$ cat src/rtl/tablero_colores.sv
// 4x4 colour board behind the VGA display: a zero-latency read port for the
// renderer plus debounced push-buttons driving a cursor, colour cycling and clear.
module tablero_colores #(
    parameter int            AW          = 4,
    parameter int            DW          = 3,
    parameter int            DEB_CYCLES  = 250000,
    parameter logic [DW-1:0] CLEAR_COLOR = '0
) (
    input  logic          clk,
    input  logic          rst,
    input  logic          btn_next,
    input  logic          btn_color,
    input  logic          btn_clear,
    input  logic [AW-1:0] posicion,
    output logic [DW-1:0] dirColor,
    output logic [AW-1:0] cursor,
    output logic          busy,
    output logic          wr_done,
    output logic [1:0]    state_dbg
);

    localparam int CELLS = 1 << AW;
    localparam int CW    = $clog2(DEB_CYCLES + 1);
    localparam logic [CW-1:0] CNT_MAX = CW'(DEB_CYCLES - 1);

    typedef enum logic [1:0] {
        S_IDLE  = 2'd0,
        S_WRITE = 2'd1,
        S_CLEAR = 2'd2
    } state_t;

    // Button lanes: bit 0 = next, bit 1 = color, bit 2 = clear.
    logic [2:0]    btn_raw;
    logic [2:0]    sync1;
    logic [2:0]    sync2;
    logic [2:0]    level;
    logic [2:0]    level_d;
    logic [CW-1:0] deb_cnt [3];
    logic [2:0]    btn_ev;

    state_t        state;
    logic [AW-1:0] clear_addr;
    logic [DW-1:0] cells [CELLS];

    assign btn_raw = {btn_clear, btn_color, btn_next};

    // The counter only runs while the synchronised input disagrees with the
    // accepted level, so any bounce back to the old level restarts the wait.
    always_ff @(posedge clk or negedge rst) begin
        if (!rst) begin
            sync1   <= '0;
            sync2   <= '0;
            level   <= '0;
            level_d <= '0;
            for (int i = 0; i < 3; i++) begin
                deb_cnt[i] <= '0;
            end
        end else begin
            sync1   <= btn_raw;
            sync2   <= sync1;
            level_d <= level;
            for (int i = 0; i < 3; i++) begin
                if (sync2[i] == level[i]) begin
                    deb_cnt[i] <= '0;
                end else if (deb_cnt[i] == CNT_MAX) begin
                    level[i]   <= sync2[i];
                    deb_cnt[i] <= '0;
                end else begin
                    deb_cnt[i] <= deb_cnt[i] + 1'b1;
                end
            end
        end
    end

    assign btn_ev = level & ~level_d;

    always_ff @(posedge clk or negedge rst) begin
        if (!rst) begin
            state      <= S_IDLE;
            cursor     <= '0;
            busy       <= 1'b0;
            wr_done    <= 1'b0;
            clear_addr <= '0;
            for (int i = 0; i < CELLS; i++) begin
                cells[i] <= CLEAR_COLOR;
            end
        end else begin
            wr_done <= 1'b0;
            case (state)
                S_IDLE: begin
                    // Only one event is honoured per cycle; the rest are dropped.
                    if (btn_ev[2]) begin
                        state      <= S_CLEAR;
                        clear_addr <= '0;
                        busy       <= 1'b1;
                    end else if (btn_ev[1]) begin
                        state <= S_WRITE;
                        busy  <= 1'b1;
                    end else if (btn_ev[0]) begin
                        cursor <= cursor + 1'b1;
                    end
                end
                S_WRITE: begin
                    cells[cursor] <= cells[cursor] + 1'b1;
                    state         <= S_IDLE;
                    busy          <= 1'b0;
                    wr_done       <= 1'b1;
                end
                S_CLEAR: begin
                    cells[clear_addr] <= CLEAR_COLOR;
                    clear_addr        <= clear_addr + 1'b1;
                    if (clear_addr == '1) begin
                        state   <= S_IDLE;
                        busy    <= 1'b0;
                        wr_done <= 1'b1;
                        cursor  <= '0;
                    end
                end
                default: begin
                    state <= S_IDLE;
                    busy  <= 1'b0;
                end
            endcase
        end
    end

    assign dirColor  = cells[posicion];
    assign state_dbg = state;

endmodule

$ cat config.mk
export PLATFORM = sky130hd
export DESIGN_NAME = tablero_colores
export DESIGN_NICKNAME = d
export VERILOG_FILES = /design/src/rtl/tablero_colores.sv
export SDC_FILE = /design/constraint.sdc
export NUM_CORES = 1
export LEC_CHECK = 0
export CORE_MARGIN = 10
export CORE_UTILIZATION = 56
export CTS_BUF_LIST = sky130_fd_sc_hd__clkbuf_4 sky130_fd_sc_hd__clkbuf_8 sky130_fd_sc_hd__clkbuf_16
export DETAILED_ROUTE_END_ITERATION = 12
export GPL_ROUTABILITY_DRIVEN = 0
export PLACE_DENSITY = 0.73
export SYNTH_ARGS = -nofsm -noshare
export SYNTH_HDL_FRONTEND = slang
export SYNTH_SLANG_ARGS = --single-unit
$ cat constraint.sdc
create_clock -name clk -period 8.7 [get_ports clk]
set_clock_uncertainty 0.1 [all_clocks]
set_input_delay 1.305 -clock clk [delete_from_list [all_inputs] [get_ports clk]]
set_output_delay 1.305 -clock clk [all_outputs]
set_load 0.02 [all_outputs]
==> out/metrics.yaml, run 1 <==
yosys:
  syn_inst: 627
  yosys.area_share.simple: 0.191
  netlist_area_um2: 6720
  synth_edf_count: 0
  synth-compound-area-share: 0.121
  synthArstFlopShare: 1.00
  yosys_warnings: 0
  synth_cell_type_count: 51
  seq_area_frac_synth: 0.469
  syn_nets: 651
  ys.flop_type: "dfrtp_1"
  synth-xor-area-share: 0.0534
  synth.area.mux_share: 0.107
  synth.ff_latch_count: 126
  synth_top_family_by_area: "simple AND/OR/NAND/NOR gates"
  synthAdderAreaFrac: 0.0279
  syn_area_per_cell_um2: 10.7
global_routing:
  grt_max_degree: 69
  grt_pass1_vias: 5132
  grt_overflow: 0
  grt_pass1_wl_mm: 26.6
  antenna_found_initial: 0
  grt_usage: 0.200
timing:
  max_freq_mhz: 189
  hold_viol: 0
  setup_tns_ns: 0
  finalCriticalPeriod_ns: 5.30
  setup-violations-final: 0
  tightest_slew_ns: 1.19
  relSlewSlack: 0.206
  slew_viol_final: 0
  hold_ws_ns: 0.247
  rsz0062_at_grt: "no"
  period_share: 0.610
cells_and_area:
  diodes: 0
  drive_above_1_share: 0.114
  fin_util: 0.655
  nNetsFinal: 661
  final_cell_mix: "dfrtp_1 (126), nand2_1 (55), nor2_1 (54)"
  fillers: 876
  areaGrowthSynthToFinish_pct: 12.6
  layout_commonest_cell: "dfrtp_1"
  finalNonFillerCells: 792
power_and_ir_drop:
  internal-power_mw: 1.05
  leakagePower_nw: 3.12
  p_sw_mw: 0.273
  p_comb_frac: 0.024
  p_per_area_nw_per_um2: 175
  switching_share: 0.206
  pwr-share-seq: 0.450
  power.share.clock: 0.525
  total_power_mw: 1.32
  ir_worst_vdd_mv: 0.167
floorplanning:
  rows: 39
  dieArea_um2: 16800
  die_h_um: 130
  io_pins: 20
  die_width_um: 130
  initial_utilization: 0.581
  coreArea_um2: 11600
clock_tree:
  cts_buffers: 17
  cts.sink_count: 126
  postCtsSetupRepairBufs: 0
  postCtsHoldBufs: 0
  path_clk_slew_ns: 0.05
  clkLatencyLatePin_ns: 0.42
  cts_resized: 0
  cts-htree-levels: 4
  cts_root_buf: "clkbuf_16"
  tritoncts: "done"
  cts_max_path_buffers: 2
routing:
  route.detailed.drc: 0
  avgRoutedWirePerCell_um: 20.0
  initialDrtViolationCount: 447
  drt-vias-per-instance: 6.53
  m1WireLength_mm: 6.72
  wl_met3_mm: 1.27
  top_layer: "met4"
  wl_mm: 15.8
  firstDrtPassIters: 5
  met2_length_mm: 7.41
  ant_nets: 0
  dr_total_vias: 5169
status:
  outcome: "completed"
worst_setup_path:
  endpoint_kind: "primary output"
  crit_type: "primary input to primary output"
  cp_data_required_time_ns: 7.30
  critPathMaxFanout: 12
  worstSetupStartpointType: "primary input"
  crit_arrival_ns: 3.90
min_path:
  hold_path.class: "register to register"
flow_run:
  maxCapViolations: 0
place:
  dpl.hpwl_mm: 11.1
  portBuffers: 19
  dp.cells: 761
[area by class of cell]
cell class,count,area [um2],area share
Multi-Input combinational cell,448,3370,0.444
Sequential cell,126,3150,0.416
Clock buffer,24,490,0.0648
Timing Repair Buffer,23,218,0.0288
Tap cell,143,179,0.0236
Clock inverter,7,87.6,0.0116
Inverter,21,78.8,0.0104
[stage by stage]
step / area, um2 / setup slack, ns
2_1_floorplan: 6720 / 4.66
3_3_place_gp: 6990 / 3.45
3_5_place_dp: 6990 / 3.35
4_1_cts: 7570 / 3.35
5_1_grt: 7570 / 3.22
6_report: 7570 / 3.40
[cell usage after synthesis, types with 10 or more instances]
cell type,count,area share
a21oi_1,21,0.016
a22o_1,23,0.030
clkbuf_1,26,0.015
dfrtp_1,126,0.47
ha_1,15,0.028
inv_1,21,0.012
mux4_2,29,0.097
nand2_1,55,0.031
nand3_1,28,0.021
nand4_1,10,0.0093
nor2_1,54,0.030
nor3_1,11,0.0082
nor4_1,11,0.010
o21ai_0,38,0.028
xnor2_1,20,0.026
xor2_1,21,0.027
[critical path: stages]
cell and delay (ns):
clkdlybuf4s50_1 0.95, mux4_2 0.61, mux4_2 0.47, clkdlybuf4s50_1 0.56
[power by group through the flow]
stage	sequential [mW]	clock (mW)	combinational (mW)
3_5_place_dp	0.606	0	0.0334
6_report	0.596	0.695	0.0323
4_1_cts	0.596	0.704	0.0336
3_3_place_gp	0.605	0	0.0318
2_1_floorplan	0.605	0	0.0142
5_1_grt	0.596	0.732	0.0378
[flip-flops by register name, summed over array words and instances, names as in the netlist]
register / cells
deb_cnt: 54
cells: 48
clear_addr: 4
level: 3
cursor: 4
sync1: 3
wr_done: 1
level_d: 3
sync2: 3
busy: 1
state_dbg: 2
[routing by layer]
| metal | global-route usage | vias to the layer above |
|---|---|---|
| met5 | 0 | - |
| met2 | 0.303 | 214 |
| met1 | 0.257 | 2563 |
| li1 | - | 2354 |
| met3 | 0.0648 | 38 |
| met4 | 0.0919 | 0 |
[final timing paths]
check / start / end / slack [ns] / cells after the start
setup / recovery: posicion[0] / dirColor[0] / 3.40 / 4
hold / removal: sync1[1] / sync2[1] / 0.25 / 0
setup reg to reg: cursor[0] / cells[38] / 5.25 / 6
hold reg to reg: sync1[1] / sync2[1] / 0.25 / 0
max in group asynchronous: rst / deb_cnt[28] / 6.35 / 2
min in group asynchronous: rst / deb_cnt[13] / 0.88 / 1
[cell families after synthesis]
group,Yosys count
AND/OR/NAND/NOR,239
flip-flops,126
AO/OA/AOI/OAI,118
buffers and inverters,53
XOR/XNOR,41
multiplexers,35
adder cells (fa/ha/maj),15
Power figures use the tool's default switching activity.
==> run 2: changes to the inputs <==
==> constraint.sdc (replaced) <==
create_clock -name clk -period 5.48 [get_ports clk]
set_clock_uncertainty 0.1 [all_clocks]
set_input_delay 0.822 -clock clk [delete_from_list [all_inputs] [get_ports clk]]
set_output_delay 0.822 -clock clk [all_outputs]
set_load 0.02 [all_outputs]
==> out/metrics.yaml, run 2 (synthesis results as in run 1) <==
cells_and_area:
  diodes: 0
  drive_above_1_share: 0.113
  largest_register_ffs: 54
  nNetsFinal: 661
  seqCellArea_um2: 3150
  final_cell_mix: "dfrtp_1 (126), nand2_1 (55), nor2_1 (54)"
  fillers: 909
  largest_register: "deb_cnt"
  areaGrowthSynthToFinish_pct: 12.1
  layout_commonest_cell: "dfrtp_1"
  multiInputGateArea_um2: 3370
  largestRegisters: "deb_cnt: 54 flops, cells: 48 flops"
floorplanning:
  dieArea_um2: 16800
  coreArea_um2: 11600
  die_h_um: 130
  rows: 39
  die_width_um: 130
  initial_utilization: 0.581
  io_pins: 20
worst_setup_path:
  cp_data_required_time_ns: 4.56
  max_stage_delay_ns: 0.98
  endpoint_kind: "primary output"
  timing.rr.start: "cursor[0]"
  crit_family: "buffers and inverters"
  worst-path-stages: 4
  worstSetupStartpointType: "primary input"
  cp_slowest_cell: "clkdlybuf4s50_1"
  worstPathCellList: "clkdlybuf4s50_1, mux4_2, mux4_2, clkdlybuf4s50_1"
  worst-path-buf-inv: 2
  critPathMaxFanout: 12
  crit_type: "primary input to primary output"
  cp-startpoint: "posicion[0]"
  r2r_cells: 6
  crit_arrival_ns: 3.45
clock_tree:
  postCtsHoldBufs: 0
  cts_resized: 0
  postCtsSetupRepairBufs: 0
  tritoncts: "done"
  cts-htree-levels: 4
  cts_buffers: 17
  cts.sink_count: 126
  clkLatencyLatePin_ns: 0.41
  cts_max_path_buffers: 2
  cts_root_buf: "clkbuf_16"
  path_clk_slew_ns: 0.05
place:
  dpl.hpwl_mm: 10.6
  portBuffers: 19
  place_ws_ns: 1.10
routing:
  route.detailed.drc: 0
  ant_nets: 0
  avgRoutedWirePerCell_um: 19.5
  wl_mm: 15.4
  initialDrtViolationCount: 520
  drt-vias-per-instance: 6.42
  firstDrtPassIters: 5
  dr_total_vias: 5080
global_routing:
  grt_pass1_wl_mm: 25.5
  grt_usage: 0.191
  use_met1: 0.249
  grt_max_degree: 80
  grt_pass1_vias: 4963
  top_usage_layer: "met2"
  antenna_found_initial: 0
  grt_overflow: 0
  use_met2: 0.287
  globalRouteMet3Util: 0.0693
timing:
  max_freq_mhz: 229
  rsz0062_at_grt: "no"
  setup-violations-final: 0
  hold_viol: 0
  slew_viol_final: 0
  period_share: 0.798
  tightest_slew_ns: 0.995
  relSlewSlack: 0.337
  setup_tns_ns: 0
  finalCriticalPeriod_ns: 4.37
  fin_ws_ns: 1.11
power_and_ir_drop:
  p_per_area_nw_per_um2: 269
  leakagePower_nw: 3.11
  ir_worst_vdd_mv: 0.236
min_path:
  hold_depth: 0
  hold_path.class: "register to register"
  hp-start: "sync1[2]"
flow_run:
  maxCapViolations: 0
status:
  outcome: "completed"
==> run 2: cell types whose count changed in the layout (fill, tap and decap cells not counted), sizes merged <==
cell,previous run,this run
clkbuf,24,22
clkinv,4,6
bufinv,2,1
==> run 2: layout make-up <==
| cell class | instances | share of cell area |
|---|---|---|
| clock inverter | 8 | 0.00896 |
| sequential | 126 | 0.418 |
| multi-input combinational | 448 | 0.447 |
| clock buffer | 22 | 0.0631 |
| timing repair buffer | 23 | 0.0289 |
| tap | 143 | 0.0237 |
| inverter | 21 | 0.0105 |
==> run 2: power breakdown <==
group / internal, mW / total, mW / switching (mW) / leakage (nW)
sequential: 0.939 / 0.946 / 0.00650 / 1.74
combinational: 0.0170 / 0.0512 / 0.0341 / 1.09
clock: 0.651 / 1.03 / 0.380 / 0.275
==> run 2: worst paths after layout <==
check | to | slack [ns]
setup / recovery | dirColor[0] | 1.11
min in group asynchronous | deb_cnt[7] | 0.48
hold reg to reg | sync2[2] | 0.24
max in group asynchronous | cells[41] | 3.62
setup reg to reg | cells[38] | 2.03
hold / removal | sync2[2] | 0.24
==> run 2: routing by layer <==
layer / part of all wire / up-vias
li1: - / 2335
met1: 0.43 / 2512
met2: 0.46 / 195
met3: 0.084 / 38
met4: 0.025 / 0
met5: 0 / -
==> run 2: per-stage QoR <==
step           instance area, um2  utilization  std cells  hold WS, ns  total power, mW
2_1_floorplan                6720            -        627        0.231            0.983
3_3_place_gp                 6990        0.605        761        0.232             1.01
3_5_place_dp                 6990        0.605        761        0.236             1.01
4_1_cts                      7540        0.652        791        0.248             2.05
5_1_grt                      7540        0.652        791        0.254             2.09
6_report                     7540        0.652        791        0.244             2.03
==> run 2: worst reg2reg max path, cell delays in order, from the launching register on <==
cell,delay [ns]
dfrtp_1,0.99
mux4_2,0.68
mux4_2,0.48
ha_1,0.31
xnor2_1,0.38
nor3_1,0.11
a32o_1,0.28
==> run 3: changes to the inputs <==
--- a/config.mk
+++ b/config.mk
@@ -10,7 +10,7 @@
 export CTS_BUF_LIST = sky130_fd_sc_hd__clkbuf_4 sky130_fd_sc_hd__clkbuf_8 sky130_fd_sc_hd__clkbuf_16
 export DETAILED_ROUTE_END_ITERATION = 12
 export GPL_ROUTABILITY_DRIVEN = 0
-export PLACE_DENSITY = 0.73
+export PLACE_DENSITY = 0.75
 export SYNTH_ARGS = -nofsm -noshare
 export SYNTH_HDL_FRONTEND = slang
 export SYNTH_SLANG_ARGS = --single-unit
==> constraint.sdc (replaced) <==
create_clock -name clk -period 3.97 [get_ports clk]
set_clock_uncertainty 0.1 [all_clocks]
set_input_delay 0.5955 -clock clk [delete_from_list [all_inputs] [get_ports clk]]
set_output_delay 0.5955 -clock clk [all_outputs]
set_load 0.02 [all_outputs]
==> out/metrics.yaml, run 3 (synthesis results as in run 1) <==
timing:
  max_freq_mhz: 281
  tightest_slew_ns: 0.936
  hold_viol: 0
  setup-violations-final: 0
  fin_ws_ns: 0.413
  period_share: 0.896
  relSlewSlack: 0.374
  rsz0062_at_grt: "no"
  finalCriticalPeriod_ns: 3.56
  slew_viol_final: 0
  setup_tns_ns: 0
min_path:
  hold_path.class: "primary input to async pin"
cells_and_area:
  areaGrowthSynthToFinish_pct: 14.6
  final_cell_mix: "dfrtp_1 (126), nand2_1 (55), nor2_1 (54)"
  largest_register_ffs: 54
  fillers: 869
  diodes: 0
  drive_above_1_share: 0.123
  fin_util: 0.666
  layout_commonest_cell: "dfrtp_1"
  largest_register: "deb_cnt"
  largestRegisters: "deb_cnt: 54 flops, cells: 48 flops"
  nNetsFinal: 667
worst_setup_path:
  worstSetupStartpointType: "primary input"
  endpoint_kind: "primary output"
  worst-path-buf-inv: 3
  max_stage_delay_ns: 0.55
  cp_data_required_time_ns: 3.27
  critPathMaxFanout: 12
  crit_type: "primary input to primary output"
  worstPathCellList: "clkdlybuf4s50_1, buf_4, mux4_2, mux4_2, clkdlybuf4s50_1"
  crit_arrival_ns: 2.86
  crit_family: "buffers and inverters"
  cp_slowest_cell: "mux4_2"
clock_tree:
  cts_buffers: 17
  cts-htree-levels: 4
  postCtsHoldBufs: 0
  cts_max_path_buffers: 2
  cts.sink_count: 126
  tritoncts: "done"
  path_clk_slew_ns: 0.06
  cts_resized: 0
  cts_root_buf: "clkbuf_16"
  clkLatencyLatePin_ns: 0.42
  postCtsSetupRepairBufs: 0
routing:
  route.detailed.drc: 0
  wl_mm: 15.6
  drt-vias-per-instance: 6.46
  dr_total_vias: 5162
  firstDrtPassIters: 5
  avgRoutedWirePerCell_um: 19.5
  ant_nets: 0
  initialDrtViolationCount: 635
global_routing:
  grt_overflow: 0
  globalRouteMet3Util: 0.0657
  use_met1: 0.268
  top_usage_layer: "met2"
  grt_usage: 0.199
  grt_max_degree: 65
  grt_pass1_vias: 5095
  antenna_found_initial: 0
  grt_pass1_wl_mm: 26.6
  use_met2: 0.285
power_and_ir_drop:
  p_per_area_nw_per_um2: 402
  p_sw_mw: 0.643
  leakagePower_nw: 3.18
  switching_share: 0.208
  power.share.clock: 0.555
  pwr-share-seq: 0.422
  p_comb_frac: 0.024
  internal-power_mw: 2.45
  ir_worst_vdd_mv: 0.333
floorplanning:
  io_pins: 20
  die_h_um: 130
  die_width_um: 130
  coreArea_um2: 11600
  initial_utilization: 0.581
  dieArea_um2: 16800
  rows: 39
place:
  dpl.hpwl_mm: 10.8
  place_ws_ns: 0.398
  portBuffers: 19
status:
  outcome: "completed"
flow_run:
  maxCapViolations: 0
[run 3: cell types whose count changed in the layout (fill, tap and decap cells not counted)]
cell,before,now
buf_4,5,10
bufinv_16,1,5
clkbuf_4,3,0
clkinv_2,6,3
clkinvlp_4,1,3
inv_6,0,2
buf_12,0,1
clkbuf_8,2,1
clkinv_4,0,1
[run 3: final timing paths]
kind / start / to / slack [ns] / cells past startpoint
worst max-delay path: posicion[0] / dirColor[0] / 0.41 / 5
worst min-delay path: rst / deb_cnt[11] / 0.15 / 1
worst max register to register: cursor[0] / cells[38] / 0.76 / 6
worst min register to register: sync1[0] / sync2[0] / 0.25 / 0
max in group asynchronous: rst / deb_cnt[31] / 2.79 / 2
min in group clk: sync1[0] / sync2[0] / 0.25 / 0
[run 3: per-stage QoR]
| stage | instance area (um2) | hold slack, ns | power (mW) | cells |
|---|---|---|---|---|
| 3_5_place_dp | 7050 | 0.236 | 1.40 | 767 |
| 5_1_grt | 7700 | 0.217 | 3.19 | 799 |
| 6_report | 7700 | 0.146 | 3.10 | 799 |
| 4_1_cts | 7700 | 0.173 | 3.13 | 799 |
| 2_1_floorplan | 6720 | 0.200 | 1.36 | 627 |
| 3_3_place_gp | 7050 | 0.231 | 1.40 | 767 |
[run 3: final cells by class]
class | instances | area, um2 | area share
Multi-Input combinational cell | 448 | 3370 | 0.437
Timing Repair Buffer | 29 | 275 | 0.0357
Sequential cell | 126 | 3150 | 0.409
Clock inverter | 14 | 214 | 0.0278
Inverter | 21 | 78.8 | 0.0102
Clock buffer | 18 | 439 | 0.0570
Tap cell | 143 | 179 | 0.0232
[run 3: power by group through the flow]
stage                     combinational (mW)  clock (mW)  sequential, mW
after CTS                             0.0765        1.74            1.30
after global routing                  0.0852        1.80            1.31
final                                 0.0734        1.72            1.30
after detailed placement              0.0762           0            1.33
after global placement                0.0724           0            1.33
after floorplan                       0.0310           0            1.33
[run 3: metal layers]
metal / up-vias / wire length (um)
met4: 0 / 560
li1: 2362 / -
met5: - / 0
met2: 216 / 7150
met3: 51 / 1300
met1: 2533 / 6610
